--- src/rtl/game_ctrl.sv ---
// Game sequencer: turns player buttons and a gravity timer into one-cycle move requests for
// the field stage, picks each new piece from an LFSR, and keeps score and level until gameover.
module game_ctrl #(
    parameter logic [23:0] GRAV_TICKS = 24'd5_000_000,
    parameter logic [23:0] GRAV_STEP  = 24'd400_000,
    parameter logic [23:0] GRAV_MIN   = 24'd500_000,
    parameter logic [15:0] LEVEL_PTS  = 16'd100,
    parameter logic [3:0]  MAX_LEVEL  = 4'd9
) (
    input  logic        clk,
    input  logic        rst_n,
    input  logic        start,
    input  logic        btn_left,
    input  logic        btn_right,
    input  logic        btn_down,
    input  logic        btn_rot,
    input  logic        next_block,
    input  logic [9:0]  score_plus,
    input  logic        gameover,
    output logic [9:0]  block_num,
    output logic        left,
    output logic        right,
    output logic        down,
    output logic [9:0]  ro,
    output logic [15:0] score,
    output logic [3:0]  level,
    output logic        playing
);

    typedef enum logic [1:0] {S_IDLE, S_SPAWN, S_FALL, S_OVER} state_t;

    state_t      state, state_nxt;
    logic [15:0] lfsr;
    logic [23:0] grav_cnt;
    logic [15:0] lvl_acc;
    logic        start_prev;
    logic [3:0]  btn_prev;          // bit order {down, rot, left, right} for all 4-bit vectors
    logic [3:0]  pend, pend_nxt;
    logic [3:0]  req, want;

    logic [3:0]  btn, btn_rise;
    logic        start_rise, in_fall, can_issue, landing, grav_due;
    logic [27:0] grav_cut;
    logic [23:0] period;
    logic [16:0] score_sum, acc_sum, acc_left;
    logic        acc_wrap;

    assign btn        = {btn_down, btn_rot, btn_left, btn_right};
    assign btn_rise   = btn & ~btn_prev;
    assign start_rise = start & ~start_prev;
    assign in_fall    = (state == S_FALL);
    assign can_issue  = in_fall && !next_block && !gameover;
    assign landing    = in_fall && next_block && !gameover;

    // Compare before subtracting so high levels clamp to GRAV_MIN instead of wrapping.
    always_comb begin
        // NOTE: each signal written here gets a default first, so no path infers a latch.
        grav_cut = 28'(level) * 28'(GRAV_STEP);
        period   = GRAV_MIN;
        if (grav_cut < 28'(GRAV_TICKS) && (GRAV_TICKS - grav_cut[23:0]) > GRAV_MIN)
            period = GRAV_TICKS - grav_cut[23:0];
    end

    assign grav_due = in_fall && (grav_cnt >= period - 24'd1);

    always_comb begin
        state_nxt = state;
        unique case (state)
            S_IDLE:  if (start_rise) state_nxt = S_SPAWN;
            S_SPAWN: state_nxt = gameover ? S_OVER : S_FALL;
            S_FALL:  if (gameover) state_nxt = S_OVER;
                     else if (next_block) state_nxt = S_SPAWN;
            S_OVER:  if (start_rise) state_nxt = S_SPAWN;
            default: state_nxt = S_IDLE;
        endcase
    end

    // One request per cycle; whatever loses arbitration stays pending for a later cycle.
    always_comb begin
        req      = 4'b0000;
        pend_nxt = 4'b0000;
        want     = pend | btn_rise | {grav_due, 3'b000};
        if (can_issue) begin
            if (want[3])      req = 4'b1000;
            else if (want[2]) req = 4'b0100;
            else if (want[1]) req = 4'b0010;
            else if (want[0]) req = 4'b0001;
            pend_nxt = (pend | btn_rise) & ~req;
        end
    end

    always_comb begin
        score_sum = {1'b0, score} + {7'd0, score_plus};
        acc_sum   = {1'b0, lvl_acc} + {7'd0, score_plus};
        acc_wrap  = (acc_sum >= {1'b0, LEVEL_PTS});
        acc_left  = acc_wrap ? acc_sum - {1'b0, LEVEL_PTS} : acc_sum;
    end

    always_ff @(posedge clk or negedge rst_n) begin
        if (!rst_n) begin
            state      <= S_IDLE;
            lfsr       <= 16'hACE1;
            grav_cnt   <= 24'd0;
            lvl_acc    <= 16'd0;
            start_prev <= 1'b0;
            btn_prev   <= 4'b0000;
            pend       <= 4'b0000;
            block_num  <= 10'd0;
            left       <= 1'b0;
            right      <= 1'b0;
            down       <= 1'b0;
            ro         <= 10'd0;
            score      <= 16'd0;
            level      <= 4'd0;
            playing    <= 1'b0;
        end else begin
            // NOTE: non-blocking assignments so every register samples pre-edge values.
            lfsr       <= {lfsr[0] ^ lfsr[2] ^ lfsr[3] ^ lfsr[5], lfsr[15:1]};
            start_prev <= start;
            btn_prev   <= btn;
            state      <= state_nxt;
            playing    <= (state_nxt == S_SPAWN) || (state_nxt == S_FALL);
            pend       <= pend_nxt;
            down       <= req[3];
            ro         <= {9'd0, req[2]};
            left       <= req[1];
            right      <= req[0];

            if (state == S_SPAWN) begin
                block_num <= {7'd0, (lfsr[2:0] == 3'd7) ? 3'd0 : lfsr[2:0]};
                grav_cnt  <= 24'd0;
            end else if (in_fall) begin
                grav_cnt  <= grav_due ? 24'd0 : grav_cnt + 24'd1;
            end

            if (start_rise && (state == S_IDLE || state == S_OVER)) begin
                score   <= 16'd0;
                level   <= 4'd0;
                lvl_acc <= 16'd0;
            end else if (landing) begin
                score   <= score_sum[16] ? 16'hFFFF : score_sum[15:0];
                lvl_acc <= acc_left[16] ? 16'hFFFF : acc_left[15:0];
                if (acc_wrap && level < MAX_LEVEL)
                    level <= level + 4'd1;
            end
        end
    end

endmodule

--- config.mk ---
export PLATFORM = sky130hd
export DESIGN_NAME = game_ctrl
export DESIGN_NICKNAME = d
export VERILOG_FILES = /design/src/rtl/game_ctrl.sv
export SDC_FILE = /design/constraint.sdc
export NUM_CORES = 1
export LEC_CHECK = 0
export CORE_ASPECT_RATIO = 1.5
export CORE_UTILIZATION = 40
export DETAILED_ROUTE_END_ITERATION = 12
export MAX_ROUTING_LAYER = met4
export PLACE_DENSITY_LB_ADDON = 0.2
export SYNTH_ARGS = -nofsm -noshare
export SYNTH_HDL_FRONTEND = slang
export SYNTH_SLANG_ARGS = --single-unit
--- constraint.sdc ---
create_clock -name clk -period 5.53 [get_ports clk]
set_clock_uncertainty 0.1 [all_clocks]
set_input_delay 0.8295 -clock clk [delete_from_list [all_inputs] [get_ports clk]]
set_output_delay 0.8295 -clock clk [all_outputs]
set_load 0.005 [all_outputs]
==> flow_summary.yaml <==
status:
  status: "completed"
power:
  power-per-cell-area_nw_per_um2: 448.8
  leakagePower_nw: 4.027
  p_int_w: 0.002281
  peakVddDrop_mv: 0.3458
  p_comb_frac: 0.613
  swShare: 0.4484
  p_clk_frac: 0.155
  pwr-share-seq: 0.232
  switchingPower_w: 0.001854
global_route:
  gr-total-overflow: 0
  antenna_found_initial: 0
  grt_pass1_wl_um: 31170
  gr-usage-all-layers: 0.2120
  grt_pass1_vias: 6439
  grt_max_degree: 65
cells_and_area:
  area_growth_pct: 25.13
  num_antenna_cells: 0
  drive_above_1_share: 0.1942
  final_nets: 1047
logic_synthesis:
  synth_cells: 858
  yosysSeqAreaShare: 0.3242
  synthTopCellsByArea: "dfrtp_1, ha_1, o21ai_0"
  yosysMostFrequentCell: "o21ai_0"
  synth_area_per_cell_um2: 8.582
  synthFlopType: "dfrtp_1"
  synth_common_cells: "o21ai_0, dfrtp_1, nand2_1"
  synth_area_um2: 7363
  synth_top_cell_area_share: 0.2957
  async_reset_ff_frac: 1.000
  synth_edf_count: 0
  ys_types: 83
  synth_top_cell_by_area: "dfrtp_1"
  synth_warnings: 0
  ys_ff_latch: 95
setup_path:
  crit_path_start_kind: "flop"
  end_kind: "flop"
  path_max_fanout: 6
  arrival_ns: 5.56
  cp.required_ns: 5.71
  criticalPathCategory: "flop to flop"
placed_design:
  dp_hpwl_um: 14360
  portBuffers: 46
  place_congestion: 0.8573
drt:
  drtAntennaViolNets: 0
  via_per_inst: 5.580
  wirelength_um: 19390
  dr.pass1.iters: 5
  first_iter_violations: 358
  vias: 6612
  routedWlPerCell_um: 16.37
  drc: 0
clocking:
  cts_max_level: 3
  cts_tree: "built"
  cts.clk_slew.worst_paths_ns: 0.08
  clock_latency_ns: 0.36
  cts.sinks: 95
  root_buffer: "clkbuf_16"
  numCtsBuffers: 9
  clockBufferDepth: 2
timing:
  max_freq_mhz: 185.8
  post-route-period-util: 0.9733
  setup_violations: 0
  fin_crit_ns: 5.382
  rsz0062_at_grt: "true"
  final_max_slew_viol_count: 0
  worst_slew_pin_slew_ns: 1.007
  finalHoldViolCount: 0
  relSlewSlack: 0.3286
  fin_tns_setup_ns: 0
  hold_slack_ns: 0.2575
die:
  start_util: 0.4087
  dieWidth_um: 112.8
  coreArea_um2: 18020
  die-area_um2: 18970
  num_rows: 60
  die_h_um: 168.2
  pin_count: 63
run:
  maxCapViolCount: 0
hold_path:
  hp-class: "flop to flop"
-- cell families (layout without fill, tap and decap cells) --
family / count (synthesis) / in the layout / share of synthesized area
AOI/OAI and AO/OA: 274 / 274 / 0.2457
xor gates and xnor gates: 47 / 47 / 0.05693
adders and majority gates: 65 / 65 / 0.1125
buffers and inverters: 90 / 184 / 0.05675
and+or+nand+nor: 275 / 275 / 0.1893
muxes: 10 / 10 / 0.01359
other: 2 / 18 / 0.001020
DFF: 95 / 95 / 0.3242
-- layout make-up --
cell class	instances	area [um^2]
sequential	95	2391
fill	1704	8803
multi-input combinational	689	4997
tap	217	271.5
timing repair buffer	130	1112
inverter	38	142.6
clock inverter	7	73.82
clock buffer	9	225.2
-- timing repair --
action | in CTS | in global routing
setup buffers | 1 | 7
cloned | 0 | 1
pin swaps | 7 | 20
gates resized for setup | 6 | 76
hold endpoints to repair | 0 | 0
hold buffers | 0 | 0
setup endpoints to repair | 15 | 31
-- flip-flops by register name, indices dropped and copies added (netlist names) --
| signal | flops |
|---|---|
| block_num | 3 |
| down | 1 |
| state | 2 |
| pend | 4 |
| lfsr | 16 |
| score | 16 |
| level | 4 |
| btn_prev | 4 |
| ro | 1 |
| playing | 1 |
| left | 1 |
| start_prev | 1 |
| lvl_acc | 16 |
| grav_cnt | 24 |
| right | 1 |
-- worst max-delay path: stages, from the launching register on --
cell and delay [ns]:
dfrtp_2 0.46, ha_1 0.33, ha_1 0.33, ha_4 0.32, nand4_1 0.17, a21oi_2 0.23, nor2_1 0.08, a211o_1 0.28
and3_4 0.18, or4_4 0.51, a21oi_4 0.24, o2111ai_4 0.14, and4_4 0.21, ha_4 0.21, a21o_1 0.15, a21o_1 0.19
a21oi_2 0.15, nand2_2 0.12, o22a_4 0.28, and2_4 0.17, or3_1 0.34, mux2i_1 0.14
-- worst paths after layout --
check	start	cells after the start	to	slack, ns
worst min register to register	lfsr[9]$_DFF_PN0_	0	lfsr[8]$_DFF_PN0_	0.26
worst max-delay path	level[3]$_DFFE_PN0P_	21	grav_cnt[9]$_DFFE_PN0P_	0.15
worst max register to register	level[3]$_DFFE_PN0P_	21	grav_cnt[9]$_DFFE_PN0P_	0.15
worst min-delay path	lfsr[9]$_DFF_PN0_	0	lfsr[8]$_DFF_PN0_	0.26
max in group asynchronous	rst_n	2	lfsr[0]$_DFF_PN1_	3.87
min in group asynchronous	rst_n	1	level[1]$_DFFE_PN0P_	0.48
-- power by group through the flow --
stage          combinational, W  clock (W)  sequential, W
2_1_floorplan           0.00165          0       0.000933
3_3_place_gp            0.00236          0       0.000968
3_5_place_dp            0.00237          0       0.000970
4_1_cts                 0.00240   0.000658       0.000958
5_1_grt                 0.00280   0.000682       0.000981
6_report                0.00253   0.000640       0.000961
-- layout by cell type, fill, tap and decap left out, types with 9 or more instances in the layout --
master | netlist | layout
o21ai_0 | 92 | 78
nand3_1 | 29 | 27
dfrtp_1 | 87 | 84
buf_4 | 16 | 77
mux2i_1 | 10 | 10
and3_1 | 24 | 23
nor3_1 | 22 | 19
xnor2_1 | 27 | 26
a21o_1 | 18 | 18
o211ai_1 | 9 | 9
o21ai_1 | 2 | 14
xor2_1 | 19 | 19
a21oi_1 | 61 | 50
nand4_1 | 13 | 13
ha_1 | 63 | 54
nand2_1 | 69 | 65
clkbuf_16 | 0 | 9
conb_1 | 2 | 18
a21oi_2 | 2 | 11
inv_1 | 38 | 38
clkdlybuf4s50_1 | 0 | 45
nor2_1 | 55 | 54
-- metrics by stage --
stage                       util  worst slack, ns  cell area, um^2  total power, W  std cells
final                     0.5114           0.1479             9214        0.004135       1185
after global routing      0.5114          -0.1192             9214        0.004464       1185
after CTS                 0.4891         0.003915             8812        0.004017       1177
after detailed placement  0.4710         -0.08217             8486        0.003342       1160
after global placement    0.4710          0.03433             8486        0.003323       1160
after floorplan                -          0.01577             7478        0.002579        874
-- routing by layer --
layer	share of wire	wire length, um	track usage
met4	0.019	359	0.07652
met1	0.40	7845	0.2261
met3	0.018	340	0.02052
met2	0.56	10850	0.4010
met5	0	0	-
(Power assumes the default switching activity.)
==> edit 1: new RTL, same settings <==
Register the output `block_num` once more; this adds one clock of latency there. The other outputs are not delayed to match.
--- a/src/rtl/game_ctrl.sv
+++ b/src/rtl/game_ctrl.sv
@@ -29,4 +29,6 @@
 
     typedef enum logic [1:0] {S_IDLE, S_SPAWN, S_FALL, S_OVER} state_t;
+
+    logic [9:0] block_num_s0;
 
     state_t      state, state_nxt;
@@ -106,5 +108,5 @@
             btn_prev   <= 4'b0000;
             pend       <= 4'b0000;
-            block_num  <= 10'd0;
+            block_num_s0 <= 10'd0;
             left       <= 1'b0;
             right      <= 1'b0;
@@ -128,5 +130,5 @@
 
             if (state == S_SPAWN) begin
-                block_num <= {7'd0, (lfsr[2:0] == 3'd7) ? 3'd0 : lfsr[2:0]};
+                block_num_s0 <= {7'd0, (lfsr[2:0] == 3'd7) ? 3'd0 : lfsr[2:0]};
                 grav_cnt  <= 24'd0;
             end else if (in_fall) begin
@@ -147,4 +149,8 @@
     end
 
+    always_ff @(posedge clk) begin
+        block_num <= block_num_s0;
+    end
+
 endmodule
 
Formal check against the unedited RTL: not equivalent (Yosys sat finds a counterexample within 10 cycles, from zero or initial values and one cycle with rst_n low).
==> edit 1 against the unedited design <==
Sequential share of layout area rose by 0.62 points; wire length fell by 3.2%; final area barely moved; sequential cell count rose by 3; sequential power rose by 3.4%; area after synthesis rose by 2.7%; total power rose by 4.8%; via count fell by 2.7%; worst setup slack improved by 0.095 ns; highest routed layer unchanged.
==> edit 1: results (changes against the unedited design) <==
Combinational logic power = 2.71 mW (was 2.53 mW)
Internal power = 2.36 mW (was 2.28 mW)
IO buf count = 46 (unchanged)
Gr usage total = 0.208 (was 0.212)
Top cells by count, synth = o21ai_0 (88), dfrtp_1 (87), ha_1 (63) (was o21ai_0 (92), dfrtp_1 (87), nand2_1 (69))
Post-synth top area share = 0.288 (was 0.296)
# diodes = 0 (unchanged)
Avg Inst Size Synth = 8.87 um^2 (was 8.58 um^2)
Clock Tree Buf Depth = 2 (unchanged)
P_leak = 3.98 nW (was 4.03 nW)
Drt initial violations = 320 (was 358)
Clock latency on the worst-skew pair = 0.36 ns (about the same)
Gpl congestion = 0.847 (was 0.857)
DRT Pass-1 Iters = 5 (unchanged)
Clock slew at reported path FFs = 0.07 ns
Detailed Route WL = 18.8 mm (was 19.4 mm)
Worst hold path class = reg -> reg (unchanged)
Post-DP HPWL = 14.1 mm (was 14.4 mm)
Synth area leaders = dfrtp_1 (29%), ha_1 (10%), o21ai_0 (5.8%) (was dfrtp_1 (30%), ha_1 (11%), o21ai_0 (6.3%))
Yosys warning count = 0 (unchanged)
Clock H-tree levels = 3 (unchanged)
Global-route wire length before repair = 31.0 mm (was 31.2 mm)
Register area share after synthesis = 0.324 (about the same)
Number of flip-flops in the largest register = 24 (unchanged)
Distinct cell type count after synthesis = 95 (was 83)
P_clk = 0.630 mW (was 0.640 mW)
Peak supply drop = 0.000231 V (was 0.000346 V)
DP Worst Slack = -0.155 ns (was -0.0822 ns)
Async SR Flop Fraction = 0.969 (was 1.00)
CP delay by family, top = compound AO/OA/AOI/OAI gates (was simple AND/OR/NAND/NOR gates)
Cts bufs inserted = 9 (unchanged)
Slowest stage cell, crit path = dfrtp_1 (was or4_4)
Number of global-route vias before repair = 6343 (was 6439)
Total number of vias = 6435 (was 6612)
CP Data Arrival Time = 5.44 ns (was 5.56 ns)
Dpl cell area = 0.00858 mm^2 (was 0.00849 mm^2)
CP max FO = 20 (was 6)
Proportion of layout cells with a drive suffix above 1 = 0.180 (was 0.194)
Worst path max stage delay = 0.43 ns (was 0.51 ns)
Largest reg by FF count = grav_cnt (unchanged)
CTS root buf = clkbuf_16 (unchanged)
Largest net degree at the start of global routing = 72 (was 65)
Most used DFF post-synth = dfrtp_1 (unchanged)
Slew @ Worst Pin = 1.04 ns (was 1.01 ns)
Logic pwr share = 0.625 (was 0.613)
Status = complete, no violations (unchanged)
Non-Filler Instances = 1198 (was 1185)
Initial antenna violation count = 0 (unchanged)
Layout Nets = 1025 (was 1047)
==> edit 1: changes by cell type in the layout (fill, tap and decap cells not counted), sizes merged, moves of 8 or more <==
cell and delta:
and3 -13, buf -21, nand2 -10, nand2b +8, nor2b +8
==> edit 1: routing by layer <==
| metal | vias up | routed length, um | GRT usage |
|---|---|---|---|
| met2 | 80 | 9900 | 0.369 |
| met5 | - | 0 | - |
| li1 | 3262 | - | - |
| met4 | 0 | 634 | 0.103 |
| met3 | 29 | 438 | 0.0214 |
| met1 | 3064 | 7810 | 0.231 |
==> edit 1: timing repair <==
item                       CTS  global route
resized for setup           23            33
buffers inserted             0             5
setup endpoints to repair   21            31
hold endpoints to repair     0             0
cloned                       0             0
pin swaps                    4            21
==> edit 1: logic make-up after synthesis <==
kind of cell | count (synthesis) | synth area share
mux | 7 | 0.00927
fa+ha+maj | 65 | 0.110
xor+xnor | 50 | 0.0614
other cells | 2 | 0.000993
flops | 98 | 0.324
buf+inv | 87 | 0.0576
compound gates | 268 | 0.245
simple gates | 275 | 0.192
==> edit 1: worst paths after layout <==
kind | from | endpoint | slack [ns] | cells past startpoint
min in group asynchronous | rst_n | lfsr[8] | 0.27 | 1
max in group asynchronous | rst_n | grav_cnt[18] | 3.83 | 2
min | lfsr[9] | lfsr[8] | 0.25 | 0
max | level[1] | grav_cnt[18] | 0.24 | 27
max reg2reg | level[1] | grav_cnt[18] | 0.24 | 27
min reg2reg | lfsr[9] | lfsr[8] | 0.25 | 0
==> edit 1: cell type report <==
class,instances,area [um^2]
clock buffers,9,225
inverters,40,150
repair buffers,109,956
multi-input cells,683,5040
clock inverters,7,76.3
well taps,252,315
fillers,1751,9340
flip-flops and latches,98,2450
==> edit 2: new RTL, config.mk and constraints unchanged <==
Without the edit above. `MAX_LEVEL`: 4'd9 -> 4'd4.
--- a/src/rtl/game_ctrl.sv
+++ b/src/rtl/game_ctrl.sv
@@ -6,5 +6,5 @@
     parameter logic [23:0] GRAV_MIN   = 24'd500_000,
     parameter logic [15:0] LEVEL_PTS  = 16'd100,
-    parameter logic [3:0]  MAX_LEVEL  = 4'd9
+    parameter logic [3:0]  MAX_LEVEL  = 4'd4
 ) (
     input  logic        clk,
Check against the original RTL: no difference found for any inputs over 4 cycles, from zero or initial values and one cycle with rst_n low; that may be too few to reach the edited logic, so the function may still have changed.
==> edit 2 against the unedited design <==
The flow now finishes with violations (DRC, setup timing); via count is 4.0% lower; sequential cell count unchanged; wire length fell by 4.5%; worst setup slack got worse by 0.16 ns; area after synthesis is 2.8% lower; total power is 7.8% higher; final area down 2.2%; critical path depth increased by 2; critical endpoint is now grav_cnt[4]; largest cell class unchanged.
==> edit 2: results (changes against the unedited design) <==
Via/cell ratio = 5.66 (was 5.58)
Setup tns final = -0.00943 ns (was 0 ns)
Clock latency on the worst-skew pair = 0.35 ns
# placed instances = 1094 (was 1160)
Initial antenna violation count = 0 (unchanged)
Avg Inst Size Synth = 8.74 um^2 (was 8.58 um^2)
Fill count = 1638 (was 1704)
Final worst setup slack = -0.00943 ns (was 0.148 ns)
Failing checks = DRC, setup timing
Number of global-route vias before repair = 6090 (was 6439)
DRC violation count after routing = 6 (was 0)
Worst R2R End = grav_cnt[4] (was grav_cnt[9])
Adder-Cell Fraction of Synth Area = 0.116 (was 0.112)
Async SR Flop Fraction = 1.00 (unchanged)
CP delay by family, top = compound AO/OA/AOI/OAI gates (was simple AND/OR/NAND/NOR gates)
Slowest stage cell, crit path = dfrtp_2 (was or4_4)
Global-route wire length before repair = 29.7 mm (was 31.2 mm)
Top cells by count, synth = dfrtp_1 (87), o21ai_0 (76), ha_1 (63) (was o21ai_0 (92), dfrtp_1 (87), nand2_1 (69))
Post-synthesis compound-gate area fraction = 0.243 (was 0.246)
Detailed Route WL = 18.5 mm (was 19.4 mm)
P_leak = 3.98 nW (was 4.03 nW)
Dpl cell area = 0.00806 mm^2 (was 0.00849 mm^2)
Most used DFF post-synth = dfrtp_1 (unchanged)
Worst Reg-to-Reg Cells = 23 (was 21)
CP Data Arrival Time = 5.69 ns (was 5.56 ns)
Synth area leaders = dfrtp_1 (30%), ha_1 (11%), o21ai_0 (5.3%) (was dfrtp_1 (30%), ha_1 (11%), o21ai_0 (6.3%))
Register area share after synthesis = 0.333 (was 0.324)
Status = finished, violations left (was complete, no violations)
Synth Area in XOR/XNOR = 0.0538 (was 0.0569)
Clock Tree Buf Depth = 2 (unchanged)
Post-CTS Hold Fix Bufs = 0 (unchanged)
Post-DP HPWL = 13.7 mm (was 14.4 mm)
Proportion of layout cells with a drive suffix above 1 = 0.188 (was 0.194)
Max-slew headroom = 0.216 (was 0.329)
DRT Pass-1 Iters = 8 (was 5)
Gpl congestion = 0.921 (was 0.857)
Final setup viols = 1 (was 0)
Gr usage total = 0.203 (was 0.212)
Layout Nets = 988 (was 1047)
Largest net degree at the start of global routing = 53 (was 65)
Peak supply drop = 0.000222 V (was 0.000346 V)
Area taken by multi-input logic gates = 0.00496 mm^2 (was 0.00500 mm^2)
RR Startpoint = level[2] (was level[3])
Worst path max stage delay = 0.44 ns (was 0.51 ns)
Distinct cell type count after synthesis = 70 (was 83)
CP max FO = 7 (was 6)
Drt initial violations = 254 (was 358)
Non-Filler Instances = 1122 (was 1185)
Post-synthesis mux area share = 0.00717 (was 0.0136)
-- edit 2: final cells by class --
class,instances,share of cell area
Clock buffer,9,0.0250
Multi-Input combinational cell,662,0.551
Inverter,35,0.0146
Timing Repair Buffer,101,0.106
Clock inverter,7,0.00875
Tap cell,213,0.0296
Sequential cell,95,0.265
-- edit 2: worst min-delay path by stage --
stage                       start  slack (ns)      end
after global routing      lfsr[8]        0.26  lfsr[7]
after global placement    lfsr[8]        0.24  lfsr[7]
final                     lfsr[4]        0.26  lfsr[3]
after CTS                 lfsr[8]        0.26  lfsr[7]
after detailed placement  lfsr[8]        0.24  lfsr[7]
after floorplan           lfsr[4]        0.23  lfsr[3]
-- edit 2: through the flow --
step / setup slack, ns / hold slack [ns]
after floorplan: 0.0974 / 0.231
after global placement: 0.117 / 0.237
after detailed placement: -0.0156 / 0.239
after CTS: 0.0205 / 0.257
after global routing: -0.306 / 0.261
final: -0.00943 / 0.255
-- edit 2: power by group --
part | leakage (nW) | internal (mW) | switching (mW)
clock | 0.142 | 0.321 | 0.306
sequential | 1.23 | 0.829 | 0.155
combinational | 2.60 | 1.24 | 1.60
total | 3.98 | 2.39 | 2.06
-- edit 2: layer usage --
layer | GRT usage | vias to the layer above | wire, um
met1 | 0.230 | 3100 | 7630
met3 | 0.0270 | 19 | 423
met5 | - | - | 0
met4 | 0.0535 | 0 | 292
met2 | 0.372 | 77 | 10200
li1 | - | 3152 | -
-- edit 2: kinds of logic after synthesis --
group,after synthesis
simple gates,267
compound gates,263
flops,95
buf+inv,78
fa+ha+maj,65
xor+xnor,44
mux,5
other cells,2
-- edit 2: timing repair --
action | in CTS | in global routing
gates resized for setup | 1 | 120
buffers inserted | 0 | 12
gates cloned | 0 | 1
endpoints found under the setup margin | 5 | 31
pin swaps | 0 | 46
